**src/rtl/fp_mant_mult_seq.sv**
```systemverilog
`default_nettype none
// +----------------------------------------------------------------------------+
// | fp_mant_mult_seq: iterative shift-add {hidden,mantissa} significand product |
// | Revision: 1.0                                                              |
// +----------------------------------------------------------------------------+
module fp_mant_mult_seq #(
  parameter int MANT_W     = 23,
  parameter int RADIX_BITS = 1
) (
  input  logic                      clk,
  input  logic                      rst,
  input  logic                      in_valid,
  output logic                      in_ready,
  input  logic [MANT_W-1:0]         mant_a,
  input  logic [MANT_W-1:0]         mant_b,
  input  logic                      hidden_a,
  input  logic                      hidden_b,
  output logic                      out_valid,
  input  logic                      out_ready,
  output logic [2*(MANT_W+1)-1:0]   product,
  output logic                      busy
);

  localparam int OP_W   = MANT_W + 1;
  localparam int PROD_W = 2 * OP_W;
  localparam int N      = OP_W / RADIX_BITS;
  localparam int CNT_W  = (N > 1) ? $clog2(N) : 1;
  localparam logic [CNT_W-1:0] LAST_CNT = CNT_W'(N - 1);

  localparam logic [1:0] ST_IDLE = 2'd0;
  localparam logic [1:0] ST_BUSY = 2'd1;
  localparam logic [1:0] ST_DONE = 2'd2;

  logic [1:0]               state_q, state_d;
  logic [OP_W-1:0]          a_q, a_d;
  logic [PROD_W-1:0]        acc_q, acc_d;
  logic [PROD_W-1:0]        prod_q, prod_d;
  logic [CNT_W-1:0]         cnt_q, cnt_d;

  logic                     w_last;
  logic [OP_W+RADIX_BITS-1:0] w_pp;
  logic [OP_W+RADIX_BITS-1:0] w_sum;
  logic [PROD_W-1:0]        w_acc_step;

  // acc holds {partial product high half, unconsumed multiplier bits}; the
  // multiplier drains out of the low end as the product fills in from the top.
  assign w_last = (cnt_q == LAST_CNT);
  assign w_pp   = {{RADIX_BITS{1'b0}}, a_q} * {{OP_W{1'b0}}, acc_q[RADIX_BITS-1:0]};
  assign w_sum  = {{RADIX_BITS{1'b0}}, acc_q[PROD_W-1:OP_W]} + w_pp;

  generate
    if (RADIX_BITS < OP_W) begin : g_shift
      assign w_acc_step = {w_sum, acc_q[OP_W-1:RADIX_BITS]};
    end else begin : g_single
      assign w_acc_step = w_sum;
    end
  endgenerate

  always_ff @(posedge clk) begin
    if (rst) begin
      state_q <= ST_IDLE;
    end else begin
      state_q <= state_d;
    end
  end

  always_comb begin
    state_d = state_q;
    case (state_q)
      ST_IDLE: if (in_valid)  state_d = ST_BUSY;
      ST_BUSY: if (w_last)    state_d = ST_DONE;
      ST_DONE: if (out_ready) state_d = ST_IDLE;
      default:                state_d = ST_IDLE;
    endcase
  end

  always_comb begin
    in_ready  = (state_q == ST_IDLE);
    out_valid = (state_q == ST_DONE);
    busy      = (state_q != ST_IDLE);
  end

  always_comb begin
    a_d    = a_q;
    acc_d  = acc_q;
    cnt_d  = cnt_q;
    prod_d = prod_q;
    case (state_q)
      ST_IDLE: begin
        if (in_valid) begin
          a_d   = {hidden_a, mant_a};
          acc_d = {{OP_W{1'b0}}, hidden_b, mant_b};
          cnt_d = '0;
        end
      end
      ST_BUSY: begin
        acc_d = w_acc_step;
        if (w_last) begin
          cnt_d  = '0;
          prod_d = w_acc_step;
        end else begin
          cnt_d  = cnt_q + CNT_W'(1);
        end
      end
      default: ;
    endcase
  end

  always_ff @(posedge clk) begin
    if (rst) begin
      a_q    <= '0;
      acc_q  <= '0;
      prod_q <= '0;
      cnt_q  <= '0;
    end else begin
      a_q    <= a_d;
      acc_q  <= acc_d;
      prod_q <= prod_d;
      cnt_q  <= cnt_d;
    end
  end

  assign product = prod_q;

endmodule
`default_nettype wire

```
**config.mk**
```make
export PLATFORM = sky130hd
export DESIGN_NAME = fp_mant_mult_seq
export DESIGN_NICKNAME = d
export VERILOG_FILES = /design/src/rtl/fp_mant_mult_seq.sv
export SDC_FILE = /design/constraint.sdc
export NUM_CORES = 1
export LEC_CHECK = 0
export CORE_MARGIN = 2
export CORE_UTILIZATION = 35
export DETAILED_ROUTE_END_ITERATION = 8
export HOLD_SLACK_MARGIN = 0.05
export SETUP_SLACK_MARGIN = 0.1
export SLEW_MARGIN = 10
export SYNTH_ARGS = -nofsm -noshare
export SYNTH_HDL_FRONTEND = slang
export SYNTH_SLANG_ARGS = --single-unit
export TNS_END_PERCENT = 100
```
**constraint.sdc**
```tcl
create_clock -name clk -period 3.65 [get_ports clk]
set_clock_uncertainty 0.1 [all_clocks]
set_input_delay 0.5475 -clock clk [delete_from_list [all_inputs] [get_ports clk]]
set_output_delay 0.5475 -clock clk [all_outputs]
set_load 0.02 [all_outputs]
```
==> impl_metrics.yaml <==
status:
  run_status: "finished, final reports clean"
routing:
  drt_pre_antenna_iters: 4
  first_iter_violations: 323
  postRouteWirelength_microns: 16000
  routedWlPerCell_microns: 14.6
  total_drc_errors_in_the_routed_layout: 0
  vias_per_cell: 5.08
  final_antenna_net_count: 0
  detailroute.via_count: 5567
yosys:
  synth.net_count: 860
  synthesis.area_sq_mm: 0.00619
  netlist.top_cell.by_area: "dfxtp_1"
  synth.yosys.warnings: 0
  postSynthCellCount: 782
  postSynth.topFlopCell: "dfxtp_1"
  ys_seq_elements: 127
  synth-edff-count: 0
  yosys.area.top_type_share_pct: 41.1
  asyncSetResetFlopFracSynth_pct: 0
  ys_types: 61
  avgSynthCellArea_sq_um: 7.92
  ys_top_cells_by_area: "dfxtp_1 (41%), nand2_1 (12%), a21oi_1 (7.6%)"
  ys_seq_area_share_pct: 41.1
flow_run:
  max_cap_violations: 0
floorplan:
  design.die.area_sq_mm: 0.0188
  num_rows: 48
  floorplan.die.height_microns: 137
  count_of_pins_on_the_block_boundary: 103
  fp.dieW_microns: 137
  start_util_pct: 35.8
  fp.coreArea_sq_mm: 0.0173
power:
  pwr-share-comb_pct: 8.1
  p_sw_share_pct: 26.1
  power.net_switching_mw: 0.870
  p_int_mw: 2.47
  power_leakage_nw: 2.98
  power.sequential.fraction_pct: 44.0
  power.ir.vdd_worst_v: 0.000319
  power.share.clock_pct: 47.8
  power_per_cell_area_mw_per_mm2: 423
layout:
  regArea_sq_mm: 0.00254
  num-nets-final: 936
  antenna_cells: 0
  multiInputGateArea_sq_mm: 0.00339
  instances_no_fill: 1096
  area_delta_synth_final_pct: 27.4
  layout.filler_cells: 1782
  layout-drive-gt1-share_pct: 7.12
  fin_area_sq_mm: 0.00789
critical_path:
  critical_path.max_fanout: 17
  worst_setup_path_end_kind: "flop"
  timing_worst_setup_path_type: "reg2reg"
  crit_chain: "and2_1, ha_1, fa_1, a21o_1, a221oi_2, or4_4, a21oi_4, a31oi_1, or4_1, nand3_1"
  critical-path-max-stage-delay_ps: 680
  critPathLaunchType: "flop"
  critPathRequiredTime_ps: 3910
  critical-path-top-delay-family: "simple AND/OR/NAND/NOR gates"
  cp_arrival_ps: 3500
  worst-path-buf-inv: 0
  crit_path_slowest_cell: "dfxtp_1"
clock_tree:
  tritoncts: "yes"
  clock_latency_ps: 420
  ctsHoldBuffers: 0
  htree_num_levels: 4
  clk_root_buffer_cell: "clkbuf_16"
  cts_buffer_depth: 2
  cts_setup_buffers: 0
  clk_pin_slew_ps: 70
  cts_inserted_buffers: 17
  post_cts_resized: 0
  sink_count_of_the_clock_tree: 127
place:
  dp_worst_setup_slack_ps: 419
  place_inst: 1064
  port_buffers: 102
  placedInstanceArea_sq_mm: 0.00733
  place.detailed.hpwl_microns: 10800
  gpl.final_weighted_congestion: 0.873
timing:
  final_period_minus_worst_setup_slack_ps: 3240
  final_max_slew_viol_count: 0
  max_slew_margin_pct: 36.3
  post-route-worst-setup-slack_ps: 410
  hold_violation_count_in_the_final_report: 0
  worst-slew-pin-transition_ps: 954
  finalCritPeriodShare_pct: 88.8
  fmax_mhz: 309
  finalSetupTns_ps: 0
  finalSetupViolCount: 0
  rsz_0062_raised_after_global_routing: "false"
global_route:
  wire_length_of_the_first_global_routing_pass_microns: 25900
  grt_start_max_net_pins: 67
  antenna_found_initial: 0
  grtUsageTotal_pct: 17.4
  gr-total-overflow: 0
  grt_pass1_vias: 5238
worst_hold_path:
  worstHoldPathType: "reg2reg"
==> layout make-up <==
type	count	share of cell area (%)
sequential	127	32.2
multi-input combinational	595	43.0
clock inverter	13	1.33
clock buffer	19	5.74
inverter	4	0.190
timing repair buffer	113	14.0
tap	225	3.57
==> state kept, by name, indices dropped and copies added, names as in the netlist <==
register and cells:
a_q 24, state_q 2, cnt_q 5, acc_q 48
product 48
==> worst paths after layout <==
path | start | endpoint | slack, ps | cells after the start
hold / removal | product[34] | product[34] | 350 | 2
setup / recovery | acc_q[0] | product[41] | 410 | 10
setup reg to reg | acc_q[0] | product[41] | 410 | 10
hold reg to reg | product[34] | product[34] | 350 | 2
==> stage by stage <==
stage                     hold WS [ps]  utilization [%]  power [mW]
after global routing               370             45.6        3.46
after floorplan                    329                -        1.66
final                              351             45.6        3.34
after global placement             340             42.4        1.77
after CTS                          353             45.6        3.38
after detailed placement           344             42.4        1.77
==> per-layer routing <==
| layer | vias to the layer above | wire (microns) | global-route usage (%) |
|---|---|---|---|
| met5 | - | 0 | 0 |
| met4 | 0 | 229 | 5.67 |
| met3 | 23 | 644 | 4.26 |
| met2 | 109 | 7200 | 27.3 |
| met1 | 2569 | 7890 | 23.5 |
| li1 | 2866 | - | - |
==> power by group through the flow <==
stage                     Sequential (mW)  Combinational (mW)  Clock [mW]
final                                1.47               0.271        1.60
after global routing                 1.47               0.304        1.68
after floorplan                      1.49               0.170           0
after detailed placement             1.50               0.274           0
after global placement               1.50               0.272           0
after CTS                            1.47               0.275        1.64
==> cells by family (layout without fill, tap and decap cells) <==
family | after synthesis | in the layout | share of synthesized area [%]
simple gates | 350 | 350 | 24.9
compound gates | 196 | 196 | 21.0
flops | 127 | 127 | 41.1
buf+inv | 60 | 149 | 4.30
fa+ha+maj | 26 | 26 | 5.37
xor+xnor | 18 | 18 | 2.55
mux | 5 | 5 | 0.808
==> cell usage after synthesis, types with 2 or more instances <==
master / instances
nand4_1: 5
nand3b_1: 4
and2_1: 25
o21bai_1: 3
or3_1: 3
a311o_1: 2
a21o_1: 7
clkbuf_8: 3
a31oi_1: 6
xor2_1: 5
o21ai_0: 19
nand2b_1: 3
o21a_1: 2
xnor2_1: 13
nor3_1: 7
dfxtp_1: 127
nand2_1: 204
inv_1: 4
a22o_1: 10
a21o_2: 2
clkbuf_1: 50
a311oi_1: 24
o211ai_1: 5
a211oi_1: 6
nand3_1: 19
ha_1: 25
nor2b_1: 5
a21boi_0: 2
or3_2: 3
and3_1: 3
nor2_1: 55
or4_1: 4
nand4b_1: 2
a21oi_1: 94
mux2i_1: 5
==> cell usage in the layout (no fill, tap or decap), drive strengths merged, types with 6 or more instances in the layout <==
cell | Yosys | routed
and2 | 26 | 26
clkbuf | 53 | 19
nand3 | 19 | 19
or3 | 6 | 6
a31oi | 6 | 6
o21ai | 19 | 19
nor2 | 55 | 55
nor3 | 7 | 7
clkdlybuf4s50 | 0 | 101
buf | 3 | 12
inv | 4 | 9
dfxtp | 127 | 127
xnor2 | 13 | 13
a21oi | 95 | 95
a22o | 10 | 10
a21o | 9 | 9
a211oi | 6 | 6
ha | 25 | 25
nand2 | 204 | 204
a311oi | 24 | 24
==> worst register-to-register path: stages, from the launching register on <==
cell and delay [ps]:
dfxtp_1 680, and2_1 220, ha_1 180, fa_1 210
a21o_1 160, a221oi_2 90, or4_4 570, a21oi_4 210
a31oi_1 170, or4_1 500, nand3_1 90
No activity file was read; power rests on OpenSTA's default activity.
